<file path="src/rtl/arith_ctrl_if.sv">
// rtl/arith_ctrl_if.sv - command, arithmetic-unit and result signals of arith_ctrl
interface arith_ctrl_if;
    logic        cmd_valid;
    logic        cmd_ready;
    logic [15:0] cmd_a;
    logic [15:0] cmd_b;
    logic [2:0]  cmd_opcode;
    logic [15:0] au_a;
    logic [15:0] au_b;
    logic [2:0]  au_opcode;
    logic [15:0] au_result;
    logic        res_valid;
    logic        res_ready;
    logic [15:0] res_data;
    logic [2:0]  res_opcode;
    logic        busy;
    logic [7:0]  done_cnt;

    modport master (
        output cmd_valid, cmd_a, cmd_b, cmd_opcode, au_result, res_ready,
        input  cmd_ready, au_a, au_b, au_opcode, res_valid, res_data, res_opcode, busy, done_cnt
    );

    modport slave (
        input  cmd_valid, cmd_a, cmd_b, cmd_opcode, au_result, res_ready,
        output cmd_ready, au_a, au_b, au_opcode, res_valid, res_data, res_opcode, busy, done_cnt
    );
endinterface

</file>
<file path="src/rtl/arith_ctrl.sv">
// rtl/arith_ctrl.sv - command FIFO feeding an external arithmetic unit, one result held per handshake
module arith_ctrl #(
    parameter int FIFO_DEPTH = 4
) (
    input  logic         clk,
    input  logic         rst_n,
    arith_ctrl_if.slave  bus
);
    localparam int AW = (FIFO_DEPTH > 1) ? $clog2(FIFO_DEPTH) : 1;
    localparam int CW = $clog2(FIFO_DEPTH + 1);

    typedef enum logic [1:0] {IDLE, DRIVE, HOLD} state_e;

    state_e         state_q;
    logic [AW-1:0]  wr_ptr_q, wr_ptr_d;
    logic [AW-1:0]  rd_ptr_q, rd_ptr_d;
    logic [CW-1:0]  count_q, count_d;
    logic [34:0]    mem_q [FIFO_DEPTH];
    logic [15:0]    au_a_q, au_b_q, res_data_q;
    logic [2:0]     au_opcode_q, res_opcode_q;
    logic           res_valid_q;
    logic [7:0]     done_cnt_q;
    logic           cmd_ready_w, push, pop;
    logic [34:0]    head;

    // Occupancy is registered, so a push into an empty queue cannot be popped on the same edge.
    assign cmd_ready_w = (count_q < CW'(FIFO_DEPTH));
    assign push        = bus.cmd_valid && cmd_ready_w;
    assign pop         = (count_q != '0) &&
                         ((state_q == IDLE) || ((state_q == HOLD) && bus.res_ready));
    assign head        = mem_q[rd_ptr_q];

    always_comb begin
        wr_ptr_d = wr_ptr_q;
        rd_ptr_d = rd_ptr_q;
        count_d  = count_q;
        if (push) begin
            wr_ptr_d = (wr_ptr_q == AW'(FIFO_DEPTH - 1)) ? '0 : wr_ptr_q + 1'b1;
        end
        if (pop) begin
            rd_ptr_d = (rd_ptr_q == AW'(FIFO_DEPTH - 1)) ? '0 : rd_ptr_q + 1'b1;
        end
        case ({push, pop})
            2'b10:   count_d = count_q + 1'b1;
            2'b01:   count_d = count_q - 1'b1;
            default: count_d = count_q;
        endcase
    end

    always_ff @(posedge clk or negedge rst_n) begin
        if (!rst_n) begin
            wr_ptr_q <= '0;
            rd_ptr_q <= '0;
            count_q  <= '0;
        end else begin
            wr_ptr_q <= wr_ptr_d;
            rd_ptr_q <= rd_ptr_d;
            count_q  <= count_d;
        end
    end

    always_ff @(posedge clk) begin
        if (push) begin
            mem_q[wr_ptr_q] <= {bus.cmd_a, bus.cmd_b, bus.cmd_opcode};
        end
    end

    always_ff @(posedge clk or negedge rst_n) begin
        if (!rst_n) begin
            state_q      <= IDLE;
            au_a_q       <= '0;
            au_b_q       <= '0;
            au_opcode_q  <= '0;
            res_data_q   <= '0;
            res_opcode_q <= '0;
            res_valid_q  <= 1'b0;
            done_cnt_q   <= '0;
        end else begin
            case (state_q)
                IDLE: begin
                    if (pop) begin
                        {au_a_q, au_b_q, au_opcode_q} <= head;
                        state_q <= DRIVE;
                    end
                end
                DRIVE: begin
                    res_data_q   <= bus.au_result;
                    res_opcode_q <= au_opcode_q;
                    res_valid_q  <= 1'b1;
                    state_q      <= HOLD;
                end
                HOLD: begin
                    if (bus.res_ready) begin
                        res_valid_q <= 1'b0;
                        done_cnt_q  <= done_cnt_q + 8'd1;
                        if (pop) begin
                            {au_a_q, au_b_q, au_opcode_q} <= head;
                            state_q <= DRIVE;
                        end else begin
                            state_q <= IDLE;
                        end
                    end
                end
                default: state_q <= IDLE;
            endcase
        end
    end

    assign bus.cmd_ready  = cmd_ready_w;
    assign bus.au_a       = au_a_q;
    assign bus.au_b       = au_b_q;
    assign bus.au_opcode  = au_opcode_q;
    assign bus.res_valid  = res_valid_q;
    assign bus.res_data   = res_data_q;
    assign bus.res_opcode = res_opcode_q;
    assign bus.done_cnt   = done_cnt_q;
    assign bus.busy       = (state_q != IDLE) || (count_q != '0);
endmodule
</file>
<file path="src/flat_wrapper.sv">
// flat-port wrapper written by rule: the top's interface ports become plain ports
module arith_ctrl_flat 
#(
    parameter int FIFO_DEPTH = 4
)
  (clk, rst_n, bus_cmd_valid, bus_cmd_a, bus_cmd_b, bus_cmd_opcode, bus_au_result, bus_res_ready, bus_cmd_ready, bus_au_a, bus_au_b, bus_au_opcode, bus_res_valid, bus_res_data, bus_res_opcode, bus_busy, bus_done_cnt);
  arith_ctrl_if bus_i ();
  input  logic clk;
  input  logic rst_n;
  input wire logic [$bits(bus_i.cmd_valid)-1:0] bus_cmd_valid;
  input wire logic [$bits(bus_i.cmd_a)-1:0] bus_cmd_a;
  input wire logic [$bits(bus_i.cmd_b)-1:0] bus_cmd_b;
  input wire logic [$bits(bus_i.cmd_opcode)-1:0] bus_cmd_opcode;
  input wire logic [$bits(bus_i.au_result)-1:0] bus_au_result;
  input wire logic [$bits(bus_i.res_ready)-1:0] bus_res_ready;
  output wire logic [$bits(bus_i.cmd_ready)-1:0] bus_cmd_ready;
  output wire logic [$bits(bus_i.au_a)-1:0] bus_au_a;
  output wire logic [$bits(bus_i.au_b)-1:0] bus_au_b;
  output wire logic [$bits(bus_i.au_opcode)-1:0] bus_au_opcode;
  output wire logic [$bits(bus_i.res_valid)-1:0] bus_res_valid;
  output wire logic [$bits(bus_i.res_data)-1:0] bus_res_data;
  output wire logic [$bits(bus_i.res_opcode)-1:0] bus_res_opcode;
  output wire logic [$bits(bus_i.busy)-1:0] bus_busy;
  output wire logic [$bits(bus_i.done_cnt)-1:0] bus_done_cnt;
  assign bus_i.cmd_valid = bus_cmd_valid;
  assign bus_i.cmd_a = bus_cmd_a;
  assign bus_i.cmd_b = bus_cmd_b;
  assign bus_i.cmd_opcode = bus_cmd_opcode;
  assign bus_i.au_result = bus_au_result;
  assign bus_i.res_ready = bus_res_ready;
  assign bus_cmd_ready = bus_i.cmd_ready;
  assign bus_au_a = bus_i.au_a;
  assign bus_au_b = bus_i.au_b;
  assign bus_au_opcode = bus_i.au_opcode;
  assign bus_res_valid = bus_i.res_valid;
  assign bus_res_data = bus_i.res_data;
  assign bus_res_opcode = bus_i.res_opcode;
  assign bus_busy = bus_i.busy;
  assign bus_done_cnt = bus_i.done_cnt;
  arith_ctrl #(.FIFO_DEPTH(FIFO_DEPTH)) u_core (.clk(clk), .rst_n(rst_n), .bus(bus_i));
endmodule
</file>
<file path="config.mk">
export PLATFORM = sky130hd
export DESIGN_NAME = arith_ctrl_flat
export DESIGN_NICKNAME = d
export VERILOG_FILES = /design/src/rtl/arith_ctrl_if.sv /design/src/rtl/arith_ctrl.sv /design/src/flat_wrapper.sv
export SDC_FILE = /design/constraint.sdc
export NUM_CORES = 1
export LEC_CHECK = 0
export BUFFER_PORTS_ARGS = -buffer_cell sky130_fd_sc_hd__buf_4
export CAP_MARGIN = 20
export CORE_AREA = 2 2 184 186
export DETAILED_ROUTE_END_ITERATION = 10
export DIE_AREA = 0 0 186 188
export PLACE_DENSITY = 0.46
export RECOVER_POWER = 25
export SYNTH_ARGS = -nofsm -noshare
export SYNTH_HDL_FRONTEND = slang
export SYNTH_SLANG_ARGS = --single-unit
</file>
<file path="constraint.sdc">
create_clock -name clk -period 2.4 [get_ports clk]
set_input_delay 0.24 -clock clk [delete_from_list [all_inputs] [get_ports clk]]
set_output_delay 0.24 -clock clk [all_outputs]
set_load 0.005 [all_outputs]
</file>
==> Implementation_results.wiki, run 1 <==
{| class="wikitable"
! Metric !! Value
|-
| Final count of negative-setup-slack endpoints || 0
|-
| Post-synth design cell area || 8130 sq um
|-
| Area growth syn-to-layout || 34.0%
|-
| Placed Instance Area || 9610 sq um
|-
| Global-route wire length before repair || 25.6 mm
|-
| Residual DRC count || 0
|-
| Fin Setup TNS || 0 ps
|-
| Synth warnings || 0
|-
| Quantity of hold-fixing buffers added after cts || 53
|-
| Number of antenna violations at the first check in global routing || 0
|-
| Clock period minus final worst setup slack || 1910 ps
|-
| Core ar. || 33,100 sq um
|-
| Max Clk Rate || 524 MHz
|-
| Flop and latch count out of synthesis || 212
|-
| Area share of the leading cell type in the synthesized netlist || 0.517
|-
| Antenna violation net count after detailed routing || 0
|-
| First-iteration detailed-routing DRC count || 167
|-
| Biggest fanout along the worst timing path || 37
|-
| Number of search-and-repair iterations in the first detailed-routing pass || 4
|-
| Critical path required time || 2800 ps
|-
| Port Buffers || 119
|-
| Via count of the first global-routing pass || 4,476
|-
| Total area of multi-input combinational cells || 1970 sq um
|-
| Die footprint || 35,000 sq um
|-
| Width of the die || 186 um
|-
| Static leakage power || 4.12 nW
|-
| Total clock buffers created by CTS || 26
|-
| Proportion of layout cells with a drive suffix above 1 || 0.393
|-
| Setup repair after global routing missed its margin || no
|-
| Most used DFF post-synth || sky130_fd_sc_hd__edfxtp_1
|-
| Commonest non-fill, non-tap cell in the layout || sky130_fd_sc_hd__edfxtp_1
|-
| Post-CTS setup-driven buffer insertion count || 0
|-
| Post-synth net total || 443
|-
| Synth Area in Simple Gates || 0.0202
|-
| # diodes || 0
|-
| Clock insertion delay at the later pin of the skew report || 520 ps
|-
| Family with the most delay on the worst path || buffers and inverters
|-
| Vias || 4,166
|-
| Number of enable-type register cells in the synthesized netlist || 140
|-
| Type of element capturing the critical path || flop
|-
| Count of final hold-check violations || 0
|-
| Critical Path, Cell by Cell || nor2b_1, nor3_4, buf_4, mux2_2
|-
| Largest family of logic cells by synthesized area || multiplexers
|-
| Post-Route Skew || 7.24 ps
|-
| I/O pin cnt || 120
|-
| Total Wirelength || 16.8 mm
|-
| Placed cells || 947
|-
| Post-synth ARST share || 0.340
|-
| Average footprint of a synthesized cell || 21.4 sq um
|-
| Number of levels in the clock H-tree || 1
|-
| Actual slew at the worst max-slew pin || 752 ps
|-
| Slew Limit Headroom || 0.499
|-
| Cell Count, Final, Fillers Out || 1,048
|-
| Fin nets || 643
|-
| Tot GR Track Use || 0.0963
|-
| Final RePlAce weighted congestion || 0.671
|-
| Pin count of the biggest net entering global routing || 73
|-
| Clock tree from TritonCTS || done
|-
| Critical path arrival || 2310 ps
|-
| Crit path launch type || flop
|-
| Register area || 6010 sq um
|-
| Reg2reg setup slack || 490 ps
|-
| Share of the clock period used by the worst path after layout || 0.796
|-
| CTS clock-pin slew for the worst setup and hold paths || 60 ps
|-
| Max clock buf depth || 3
|-
| Number of buffers and inverters on the critical path || 1
|-
| Count of clock tree sinks || 212
|-
| Number of vias per cell after detailed routing || 3.98
|-
| Filler cells || 3,217
|-
| Synthesized-area fraction occupied by adder cells || 0.0132
|-
| Largest stage delay on the critical path || 620 ps
|-
| Cell type contributing the most total cell area after synthesis || sky130_fd_sc_hd__edfxtp_1
|-
| Row Count || 67
|-
| Result of the run || completed
|-
| Area contributors post-synth || sky130_fd_sc_hd__edfxtp_1, sky130_fd_sc_hd__dfrtp_1, sky130_fd_sc_hd__mux4_2, sky130_fd_sc_hd__mux2_4, sky130_fd_sc_hd__mux2_2
|-
| Seq/Total Area, Yosys || 0.738
|-
| Die H || 188 um
|-
| Distinct cell type count of the synthesized netlist || 31
|-
| Hold crit path type || in2reg
|-
| Total congestion overflow after global routing || 0
|-
| Number of instances in the synthesized netlist || 380
|-
| Number of pins exceeding their max-slew limit in the final report || 0
|-
| Max-Cap Viols || 0
|-
| Post-cts sizing count || 0
|-
| Placed wire-length estimate after detailed placement || 10.3 mm
|-
| Peak supply drop || 0.000515 V
|-
| Leading cell types in the layout, fill and taps excluded || sky130_fd_sc_hd__edfxtp_1, sky130_fd_sc_hd__buf_4, sky130_fd_sc_hd__dfrtp_1
|-
| Wire length per cell || 16.1 um
|-
| Effective utilization at floorplan || 0.246
|-
| Crit path kind || reg2reg
|-
| Crit path max-delay cell type || sky130_fd_sc_hd__buf_4
|-
| Multiplexer share of the synthesized area || 0.193
|-
| Root cell of the clock tree || sky130_fd_sc_hd__clkbuf_16
|-
| Compound-Gate Fraction of Synth Area || 0.00308
|-
| Final instance area || 10,900 sq um
|-
| Post-synthesis xor/xnor area fraction || 0.0108
|-
| Worst Hold Slack || 209 ps
|-
| Total power density per cell area || 1250 nW/um^2
|}
## path summary, 6_finish.rpt
path	startpoint	to	cells after the start
max	u_core.state_q[1]$_DFFE_PN0P_	u_core.bus.au_b[12]$_DFFE_PN0P_	4
min	bus_cmd_valid	u_core.wr_ptr_q[0]$_DFFE_PN0P_	4
max reg2reg	u_core.state_q[1]$_DFFE_PN0P_	u_core.bus.au_b[12]$_DFFE_PN0P_	4
min reg2reg	u_core.bus.done_cnt[7]$_DFFE_PN0P_	u_core.bus.done_cnt[7]$_DFFE_PN0P_	1
max in group asynchronous	rst_n	u_core.rd_ptr_q[0]$_DFFE_PN0P_	3
min in group asynchronous	rst_n	u_core.bus.res_data[5]$_DFFE_PN0P_	3
## final cells by class
type                    count  area share
flip-flops and latches    212       0.551
multi-input cells         144       0.180
repair buffers            188       0.133
clock buffers              40      0.0721
well taps                 448      0.0514
clock inverters             8     0.00918
inverters                   8     0.00275
## flip-flops by register name, indices dropped and copies added (netlist names)
| name | flops |
|---|---|
| u_core.wr_ptr_q | 2 |
| u_core.bus.res_valid | 1 |
| u_core.mem_q | 140 |
| u_core.bus.res_data | 16 |
| u_core.bus.done_cnt | 8 |
| u_core.bus.au_opcode | 3 |
| u_core.bus.res_opcode | 3 |
| u_core.count_q | 3 |
| u_core.bus.au_b | 16 |
| u_core.bus.au_a | 16 |
| u_core.state_q | 2 |
| u_core.rd_ptr_q | 2 |
## logic make-up (layout without fill, tap and decap cells)
family	count (synthesis)	count (layout)
compound gates	4	4
simple gates	29	29
fa+ha+maj	8	8
flops	212	212
buf+inv	24	244
xor+xnor	10	10
mux	93	93
## worst register-to-register path: stages, from the launching register on
cell                      delay, ps
sky130_fd_sc_hd__dfrtp_1        410
sky130_fd_sc_hd__nor2b_1        190
sky130_fd_sc_hd__nor3_4         130
sky130_fd_sc_hd__buf_4          620
sky130_fd_sc_hd__mux2_2         440
## Yosys cell counts, types with 3 or more instances
cell type and n:
sky130_fd_sc_hd__and2_1 4, sky130_fd_sc_hd__buf_2 6, sky130_fd_sc_hd__xor2_1 4, sky130_fd_sc_hd__nand2_1 6
sky130_fd_sc_hd__edfxtp_1 140, sky130_fd_sc_hd__nor2_1 4, sky130_fd_sc_hd__mux4_2 28, sky130_fd_sc_hd__xnor2_1 6
sky130_fd_sc_hd__mux2_4 28, sky130_fd_sc_hd__mux2_2 29, sky130_fd_sc_hd__buf_12 3, sky130_fd_sc_hd__nor2b_1 3
sky130_fd_sc_hd__ha_1 7, sky130_fd_sc_hd__nand4_1 4, sky130_fd_sc_hd__mux4_1 7, sky130_fd_sc_hd__dfrtp_1 72
sky130_fd_sc_hd__buf_6 3, sky130_fd_sc_hd__inv_1 8
## routing by layer
layer / share of wire / wire length (um) / vias to the layer above / global-route usage
met3: 0.058 / 969 / 29 / 0.0235
li1: - / - / 1898 / -
met5: 0 / 0 / - / 0
met1: 0.43 / 7230 / 2116 / 0.119
met4: 0.025 / 425 / 0 / 0.0288
met2: 0.49 / 8200 / 123 / 0.166
## stage by stage
step	setup slack (ps)	utilization	total power, W
2_1_floorplan	316	-	0.00822
4_1_cts	436	0.333	0.0139
6_report	490	0.329	0.0136
5_1_grt	366	0.329	0.0145
3_5_place_dp	444	0.290	0.00987
3_3_place_gp	473	0.290	0.00976
## where the power goes
part	leakage, nW	switching [W]	internal [W]
registers	2.12	0.000640	0.00489
logic	1.57	0.00160	0.00258
clock network	0.428	0.00145	0.00247
total	4.12	0.00369	0.00993
Power figures use the tool's default switching activity.
==> inputs of run 2 (changes only) <==
- clock period: 2.4 -> 1.9 ns (I/O delays scaled with it)
==> run 2 against run 1 <==
Compared with the run above: combinational power rose by 37%; hold slack better by 31 ps; via count fell by 0.26%; design area rose by 0.15%; clock-buffer cell count is 4 lower; non-clock buffer count rose by 1; maximum frequency is 7.8% higher; largest power group unchanged.
==> Implementation_results.wiki, run 2 (synthesized netlist as in run 1, its figures left out) <==
{| class="wikitable"
! Metric !! Value
|-
| Clock tree from TritonCTS || done (unchanged)
|-
| First-iteration detailed-routing DRC count || 151 (was 167)
|-
| Setup repair after global routing missed its margin || no (unchanged)
|-
| Register area || 6010 sq um (unchanged)
|-
| Biggest fanout along the worst timing path || 3 (was 37)
|-
| Placed cells || 947 (unchanged)
|-
| Max clock buf depth || 3 (unchanged)
|-
| Filler cells || 3,221 (was 3,217)
|-
| Crit path max-delay cell type || sky130_fd_sc_hd__dfrtp_1 (was sky130_fd_sc_hd__buf_4)
|-
| Count of final hold-check violations || 0 (unchanged)
|-
| Post-cts sizing count || 0 (unchanged)
|-
| Actual slew at the worst max-slew pin || 890 ps (was 752 ps)
|-
| Worst Hold Slack || 240 ps (was 209 ps)
|-
| Flip-flop count of the largest register, all copies and words added || 140 (unchanged)
|-
| Max Clk Rate || 565 MHz (was 524 MHz)
|-
| Total power density per cell area || 1550 nW/um^2 (was 1250 nW/um^2)
|-
| Pin count of the biggest net entering global routing || 47 (was 73)
|-
| Slew Limit Headroom || 0.407 (was 0.499)
|-
| Critical path required time || 2330 ps (was 2800 ps)
|-
| Residual DRC count || 0 (unchanged)
|-
| Post-Route Skew || 12.7 ps (was 7.24 ps)
|-
| Total area of multi-input combinational cells || 1990 sq um (was 1970 sq um)
|-
| Final instance area || 10,900 sq um (about the same)
|-
| Total congestion overflow after global routing || 0 (unchanged)
|-
| Via count of the first global-routing pass || 4,539 (was 4,476)
|-
| Cell Count, Final, Fillers Out || 1,049 (was 1,048)
|-
| Critical path arrival || 2200 ps (was 2310 ps)
|-
| Crit path launch type || flop (unchanged)
|-
| Placed wire-length estimate after detailed placement || 10.3 mm (about the same)
|-
| Port Buffers || 119 (unchanged)
|-
| Critical Path, Cell by Cell || nor2b_4, nor3_4, ha_4, inv_1, fa_2, xor2_1, nor2_1, xnor2_1 (was nor2b_1, nor3_4, buf_4, mux2_2)
|-
| Number of vias per cell after detailed routing || 3.96 (was 3.98)
|-
| Antenna violation net count after detailed routing || 0 (unchanged)
|-
| Peak supply drop || 0.000817 V (was 0.000515 V)
|-
| Post-route setup slack || 129 ps (was 490 ps)
|-
| # diodes || 0 (unchanged)
|-
| Core ar. || 33,100 sq um (unchanged)
|-
| Type of element capturing the critical path || flop (unchanged)
|-
| Proportion of layout cells with a drive suffix above 1 || 0.391 (was 0.393)
|-
| Worst setup slack before clock tree synthesis || 85.5 ps (was 444 ps)
|-
| Final count of negative-setup-slack endpoints || 0 (unchanged)
|-
| Number of levels in the clock H-tree || 1 (unchanged)
|-
| Total Wirelength || 17.4 mm (was 16.8 mm)
|-
| Max-Cap Viols || 0 (unchanged)
|-
| Number of antenna violations at the first check in global routing || 0 (unchanged)
|-
| Global-route wire length before repair || 26.5 mm (was 25.6 mm)
|-
| Width of the die || 186 um (unchanged)
|-
| Effective utilization at floorplan || 0.246 (unchanged)
|-
| Placed Instance Area || 9730 sq um (was 9610 sq um)
|-
| Result of the run || completed (unchanged)
|-
| Wire length per cell || 16.6 um (was 16.1 um)
|-
| Clock insertion delay at the later pin of the skew report || 520 ps (about the same)
|-
| I/O pin cnt || 120 (unchanged)
|-
| Top reg by flops || u_core.mem_q (unchanged)
|-
| Hold crit path type || in2reg (unchanged)
|-
| Final RePlAce weighted congestion || 0.702 (was 0.671)
|-
| CTS clock-pin slew for the worst setup and hold paths || 60 ps (about the same)
|-
| Total clock buffers created by CTS || 26 (unchanged)
|-
| Static leakage power || 4.11 nW (was 4.12 nW)
|-
| Largest stage delay on the critical path || 370 ps (was 620 ps)
|-
| Share of the clock period used by the worst path after layout || 0.932 (was 0.796)
|-
| Tot GR Track Use || 0.0997 (was 0.0963)
|-
| Leading cell types in the layout, fill and taps excluded || sky130_fd_sc_hd__edfxtp_1, sky130_fd_sc_hd__buf_4, sky130_fd_sc_hd__dfrtp_1 (unchanged)
|-
| Die footprint || 35,000 sq um (unchanged)
|-
| Commonest non-fill, non-tap cell in the layout || sky130_fd_sc_hd__edfxtp_1 (unchanged)
|-
| Crit path kind || reg2reg (unchanged)
|-
| Clock period minus final worst setup slack || 1770 ps (was 1910 ps)
|-
| Root cell of the clock tree || sky130_fd_sc_hd__clkbuf_16 (unchanged)
|-
| Family with the most delay on the worst path || simple AND/OR/NAND/NOR gates (was buffers and inverters)
|-
| Area growth syn-to-layout || 34.2% (was 34.0%)
|-
| Number of pins exceeding their max-slew limit in the final report || 0 (unchanged)
|-
| Vias || 4,155 (was 4,166)
|-
| Number of buffers and inverters on the critical path || 1 (unchanged)
|-
| Count of clock tree sinks || 212 (unchanged)
|-
| Fin nets || 644 (was 643)
|-
| Number of search-and-repair iterations in the first detailed-routing pass || 4 (unchanged)
|-
| Row Count || 67 (unchanged)
|-
| Die H || 188 um (unchanged)
|}
## run 2: cell types whose count changed in the layout (fill, tap and decap cells not counted), sizes merged
cell,previous run,this run
clkinv,3,11
clkbuf,72,68
inv,9,8
clkinvlp,2,1
bufinv,2,0
buf,103,104
## run 2: final cells by class
class,count,share of cell area
tap,448,0.0513
clock buffer,36,0.0650
timing repair buffer,189,0.143
sequential,212,0.550
multi-input combinational,144,0.182
clock inverter,12,0.00539
inverter,8,0.00275
## run 2: worst paths after layout
check,to,start,cells past startpoint,slack [ps]
setup / recovery,u_core.count_q[2]$_DFFE_PN0P_,u_core.state_q[1]$_DFFE_PN0P_,8,130
hold / removal,u_core.wr_ptr_q[1]$_DFFE_PN0P_,bus_cmd_valid,4,240
setup reg to reg,u_core.count_q[2]$_DFFE_PN0P_,u_core.state_q[1]$_DFFE_PN0P_,8,130
max in group asynchronous,u_core.count_q[0]$_DFFE_PN0P_,rst_n,3,760
hold reg to reg,u_core.bus.done_cnt[7]$_DFFE_PN0P_,u_core.bus.done_cnt[7]$_DFFE_PN0P_,1,480
min in group asynchronous,u_core.bus.au_b[10]$_DFFE_PN0P_,rst_n,2,370
## run 2: report_power, final
group,leakage [nW],internal (W),switching [W]
clock,0.373,0.00259,0.00183
combinational,1.61,0.00346,0.00225
sequential,2.12,0.00617,0.000626
## run 2: worst min-delay path, delay by kind of cell
| kind | cells | cell delay, ps |
|---|---|---|
| compound gates | 1 | 70 |
| simple gates | 1 | 180 |
| buf+inv | 2 | 260 |
## run 2: repair_timing
item,CTS,global route
buffers inserted,0,1
hold endpoints to repair,184,0
hold buffers,53,0
endpoints found under the setup margin,0,1
## run 2: stage by stage
step | utilization | power (W) | setup TNS, ps
floorplan | - | 0.0105 | -80.9
global placement | 0.294 | 0.0126 | 0
detailed placement | 0.294 | 0.0127 | 0
CTS | 0.333 | 0.0174 | 0
global route | 0.330 | 0.0180 | 0
finish | 0.330 | 0.0169 | 0
## run 2: routing by layer
metal  GRT usage  part of all wire
met5           0                 0
met4      0.0254             0.024
met3      0.0235             0.052
met2       0.176              0.50
met1       0.121              0.42
==> inputs of run 3 (changes only) <==
- ABC_AREA: unset -> 1
- CORE_AREA: 2 2 184 186 -> 2 2 186 188
- DIE_AREA: 0 0 186 188 -> 0 0 188 190
- PLACE_DENSITY: 0.46 -> 0.47
- SETUP_SLACK_MARGIN: unset -> 0.3
==> run 3 against run 2 <==
Compared with the run above: sequential power down 2%; clock-buffer cell count unchanged; register-to-register slack gained 40 ps; clock skew is 1.8 ps higher; design area up 2.7%; clock power is 2% higher; largest power group unchanged; largest cell class unchanged.
==> Implementation_results.wiki, run 3 <==
{| class="wikitable"
! Metric !! Value
|-
| Peak supply drop || 0.000691 V (was 0.000817 V)
|-
| Number of enable-type register cells in the synthesized netlist || 140 (unchanged)
|-
| Top reg by flops || u_core.mem_q (unchanged)
|-
| Compound-Gate Fraction of Synth Area || 0.0596 (was 0.00308)
|-
| Hold crit path type || in2reg (unchanged)
|-
| Crit path kind || reg2reg (unchanged)
|-
| Die H || 190 um (was 188 um)
|-
| Most frequently used cell type in the post-synthesis netlist || sky130_fd_sc_hd__nand2_1 (was sky130_fd_sc_hd__edfxtp_1)
|-
| Total Wirelength || 19.5 mm (was 17.4 mm)
|-
| Critical path arrival || 2160 ps (was 2200 ps)
|-
| Slew Limit Headroom || 0.469 (was 0.407)
|-
| Port Buffers || 119 (unchanged)
|-
| Placed wire-length estimate after detailed placement || 11.3 mm (was 10.3 mm)
|-
| Placed Instance Area || 9960 sq um (was 9730 sq um)
|-
| Cell type contributing the most total cell area after synthesis || sky130_fd_sc_hd__edfxtp_1 (unchanged)
|-
| Leading cell types in the layout, fill and taps excluded || sky130_fd_sc_hd__nand2_1, sky130_fd_sc_hd__nor2_1, sky130_fd_sc_hd__edfxtp_1 (was sky130_fd_sc_hd__edfxtp_1, sky130_fd_sc_hd__buf_4, sky130_fd_sc_hd__dfrtp_1)
|-
| Largest family of logic cells by synthesized area || simple AND/OR/NAND/NOR gates (was multiplexers)
|-
| Total congestion overflow after global routing || 0 (unchanged)
|-
| Synth warnings || 0 (unchanged)
|-
| Total clock buffers created by CTS || 24 (was 26)
|-
| Flip-flop count of the largest register, all copies and words added || 140 (unchanged)
|-
| Pin count of the biggest net entering global routing || 72 (was 47)
|-
| Multiplexer share of the synthesized area || 0 (was 0.193)
|-
| Max Clk Rate || 577 MHz (was 565 MHz)
|-
| Die footprint || 35,700 sq um (was 35,000 sq um)
|-
| Root cell of the clock tree || sky130_fd_sc_hd__clkbuf_16 (unchanged)
|-
| Type of element capturing the critical path || flop (unchanged)
|-
| Max clock buf depth || 3 (unchanged)
|-
| Setup repair after global routing missed its margin || yes (was no)
|-
| Seq/Total Area, Yosys || 0.721 (was 0.738)
|-
| Tot GR Track Use || 0.111 (was 0.0997)
|-
| Clock tree from TritonCTS || done (unchanged)
|-
| Count of final hold-check violations || 0 (unchanged)
|-
| Clock insertion delay at the later pin of the skew report || 510 ps (was 520 ps)
|-
| Post-synthesis xor/xnor area fraction || 0.00631 (was 0.0108)
|-
| Register area || 6010 sq um (about the same)
|-
| Fin nets || 1,007 (was 644)
|-
| Actual slew at the worst max-slew pin || 797 ps (was 890 ps)
|-
| Residual DRC count || 0 (unchanged)
|-
| Distinct cell type count of the synthesized netlist || 24 (was 31)
|-
| Total power density per cell area || 1540 nW/um^2 (was 1550 nW/um^2)
|-
| First-iteration detailed-routing DRC count || 291 (was 151)
|-
| Proportion of layout cells with a drive suffix above 1 || 0.185 (was 0.391)
|-
| Number of levels in the clock H-tree || 1 (unchanged)
|-
| Crit path launch type || flop (unchanged)
|-
| Post-Route Utilization || 0.330 (about the same)
|-
| Static leakage power || 4.67 nW (was 4.11 nW)
|-
| I/O pin cnt || 120 (unchanged)
|-
| Core ar. || 33,900 sq um (was 33,100 sq um)
|-
| Via count of the first global-routing pass || 5,580 (was 4,539)
|-
| Antenna violation net count after detailed routing || 0 (unchanged)
|-
| Number of antenna violations at the first check in global routing || 1 (was 0)
|-
| Result of the run || completed (unchanged)
|-
| CTS clock-pin slew for the worst setup and hold paths || 60 ps (about the same)
|-
| Synth cell count leaders || sky130_fd_sc_hd__nand2_1, sky130_fd_sc_hd__nor2_1, sky130_fd_sc_hd__edfxtp_1 (was sky130_fd_sc_hd__edfxtp_1, sky130_fd_sc_hd__dfrtp_1, sky130_fd_sc_hd__mux2_2)
|-
| Post-synth design cell area || 8330 sq um (was 8130 sq um)
|-
| Row Count || 68 (was 67)
|-
| Width of the die || 188 um (was 186 um)
|-
| Filler cells || 3,487 (was 3,221)
|-
| Final RePlAce weighted congestion || 0.715 (was 0.702)
|-
| Critical path required time || 2330 ps (about the same)
|-
| Biggest fanout along the worst timing path || 3 (unchanged)
|-
| Most used DFF post-synth || sky130_fd_sc_hd__edfxtp_1 (unchanged)
|-
| Final instance area || 11,200 sq um (was 10,900 sq um)
|-
| Average footprint of a synthesized cell || 11.0 sq um (was 21.4 sq um)
|-
| Area share of the leading cell type in the synthesized netlist || 0.505 (was 0.517)
|-
| Post-synth ARST share || 0.340 (unchanged)
|-
| Count of clock tree sinks || 212 (unchanged)
|-
| Fin Setup TNS || 0 ps (unchanged)
|-
| Post-synth net total || 817 (was 443)
|-
| Vias || 5,636 (was 4,155)
|-
| Area contributors post-synth || sky130_fd_sc_hd__edfxtp_1, sky130_fd_sc_hd__dfrtp_1, sky130_fd_sc_hd__nand2_1, sky130_fd_sc_hd__nor2_1, sky130_fd_sc_hd__o21ai_0 (was sky130_fd_sc_hd__edfxtp_1, sky130_fd_sc_hd__dfrtp_1, sky130_fd_sc_hd__mux4_2, sky130_fd_sc_hd__mux2_4, sky130_fd_sc_hd__mux2_2)
|-
| Commonest non-fill, non-tap cell in the layout || sky130_fd_sc_hd__nand2_1 (was sky130_fd_sc_hd__edfxtp_1)
|-
| Flop and latch count out of synthesis || 212 (unchanged)
|-
| Number of vias per cell after detailed routing || 3.98 (was 3.96)
|-
| Post-Route Skew || 14.6 ps (was 12.7 ps)
|-
| Clock period minus final worst setup slack || 1730 ps (was 1770 ps)
|-
| Max-Cap Viols || 0 (unchanged)
|-
| Total area of multi-input combinational cells || 2090 sq um (was 1990 sq um)
|-
| Area growth syn-to-layout || 34.7% (was 34.2%)
|-
| Share of the clock period used by the worst path after layout || 0.912 (was 0.932)
|-
| Number of instances in the synthesized netlist || 754 (was 380)
|-
| Synth Area in Simple Gates || 0.163 (was 0.0202)
|-
| Number of search-and-repair iterations in the first detailed-routing pass || 4 (unchanged)
|-
| Global-route wire length before repair || 31.3 mm (was 26.5 mm)
|-
| Number of pins exceeding their max-slew limit in the final report || 0 (unchanged)
|-
| # diodes || 0 (unchanged)
|-
| Final count of negative-setup-slack endpoints || 0 (unchanged)
|-
| Effective utilization at floorplan || 0.245 (was 0.246)
|-
| Synthesized-area fraction occupied by adder cells || 0.0129 (was 0.0132)
|-
| Wire length per cell || 13.8 um (was 16.6 um)
|}
run 3: changes by cell type after synthesis, sizes merged, moves of 5 or more:
cell and change:
clkbuf +11, buf +6, nor2 +150, mux2 -57, mux4 -35, nand2 +188, inv +34, xnor2 -5
o21ai +91
run 3: area by class of cell:
class                           instances  share of cell area
Sequential cell                       212               0.536
Multi-Input combinational cell        467               0.186
Timing Repair Buffer                  197               0.144
Clock buffer                           36              0.0603
Tap cell                              455              0.0507
Inverter                               42              0.0141
Clock inverter                          8             0.00859
run 3: per-stage QoR:
step           total power, W  instances  setup WS (ps)  hold WS [ps]
6_report               0.0173       1417            167           155
5_1_grt                0.0187       1417           75.2           154
4_1_cts                0.0177       1413            165           130
3_5_place_dp           0.0129       1314            145           151
3_3_place_gp           0.0128       1314            164           156
2_1_floorplan          0.0103        754           51.7          -106
run 3: cells by family (layout without fill, tap and decap cells):
family / Yosys count / count (layout)
AOI/OAI and AO/OA: 97 / 97
xor gates and xnor gates: 6 / 6
adders and majority gates: 8 / 8
buffers and inverters: 75 / 283
DFF: 212 / 212
and+or+nand+nor: 356 / 356
run 3: critical path: stages, from the launching register on:
cell,delay [ps]
sky130_fd_sc_hd__dfrtp_2,440
sky130_fd_sc_hd__nor2_4,130
sky130_fd_sc_hd__o21ai_4,70
sky130_fd_sc_hd__inv_2,70
sky130_fd_sc_hd__ha_4,120
sky130_fd_sc_hd__inv_2,40
sky130_fd_sc_hd__fa_2,330
sky130_fd_sc_hd__or2_4,250
sky130_fd_sc_hd__nand2_2,60
sky130_fd_sc_hd__xor2_1,130
run 3: layer usage:
metal	global-route usage	vias to the layer above	wire, um
li1	-	2856	-
met1	0.147	2618	9250
met2	0.186	131	8960
met3	0.0220	29	896
met4	0.0279	2	414
met5	0	-	13
run 3: timing repair:
action                                  in CTS  in global routing
setup buffers                                2                  4
pin swaps                                    1                  3
hold buffers                                53                  0
endpoints found under the setup margin       3                 32
hold endpoints to repair                   214                  0
resized for setup                            2                  1
run 3: path summary, 6_finish.rpt:
path                                                      from                                  to  cells past startpoint  slack [ps]
min in group asynchronous                                rst_n  u_core.bus.done_cnt[3]$_DFFE_PN0P_                      2         300
max in group asynchronous                                rst_n  u_core.bus.res_data[2]$_DFFE_PN0P_                      3         900
worst max register to register   u_core.state_q[0]$_DFFE_PN0P_       u_core.count_q[2]$_DFFE_PN0P_                      9         170
worst min register to register  u_core.bus.au_b[5]$_DFFE_PN0P_      u_core.bus.au_b[5]$_DFFE_PN0P_                      2         480
worst min-delay path                             bus_cmd_valid       u_core.count_q[0]$_DFFE_PN0P_                      4         150
worst max-delay path             u_core.state_q[0]$_DFFE_PN0P_       u_core.count_q[2]$_DFFE_PN0P_                      9         170
run 3: power breakdown:
part	leakage, nW	internal (W)	switching (W)	total [W]
registers	2.15	0.00615	0.000536	0.00669
logic	2.14	0.00248	0.00358	0.00606
clock network	0.377	0.00273	0.00180	0.00453
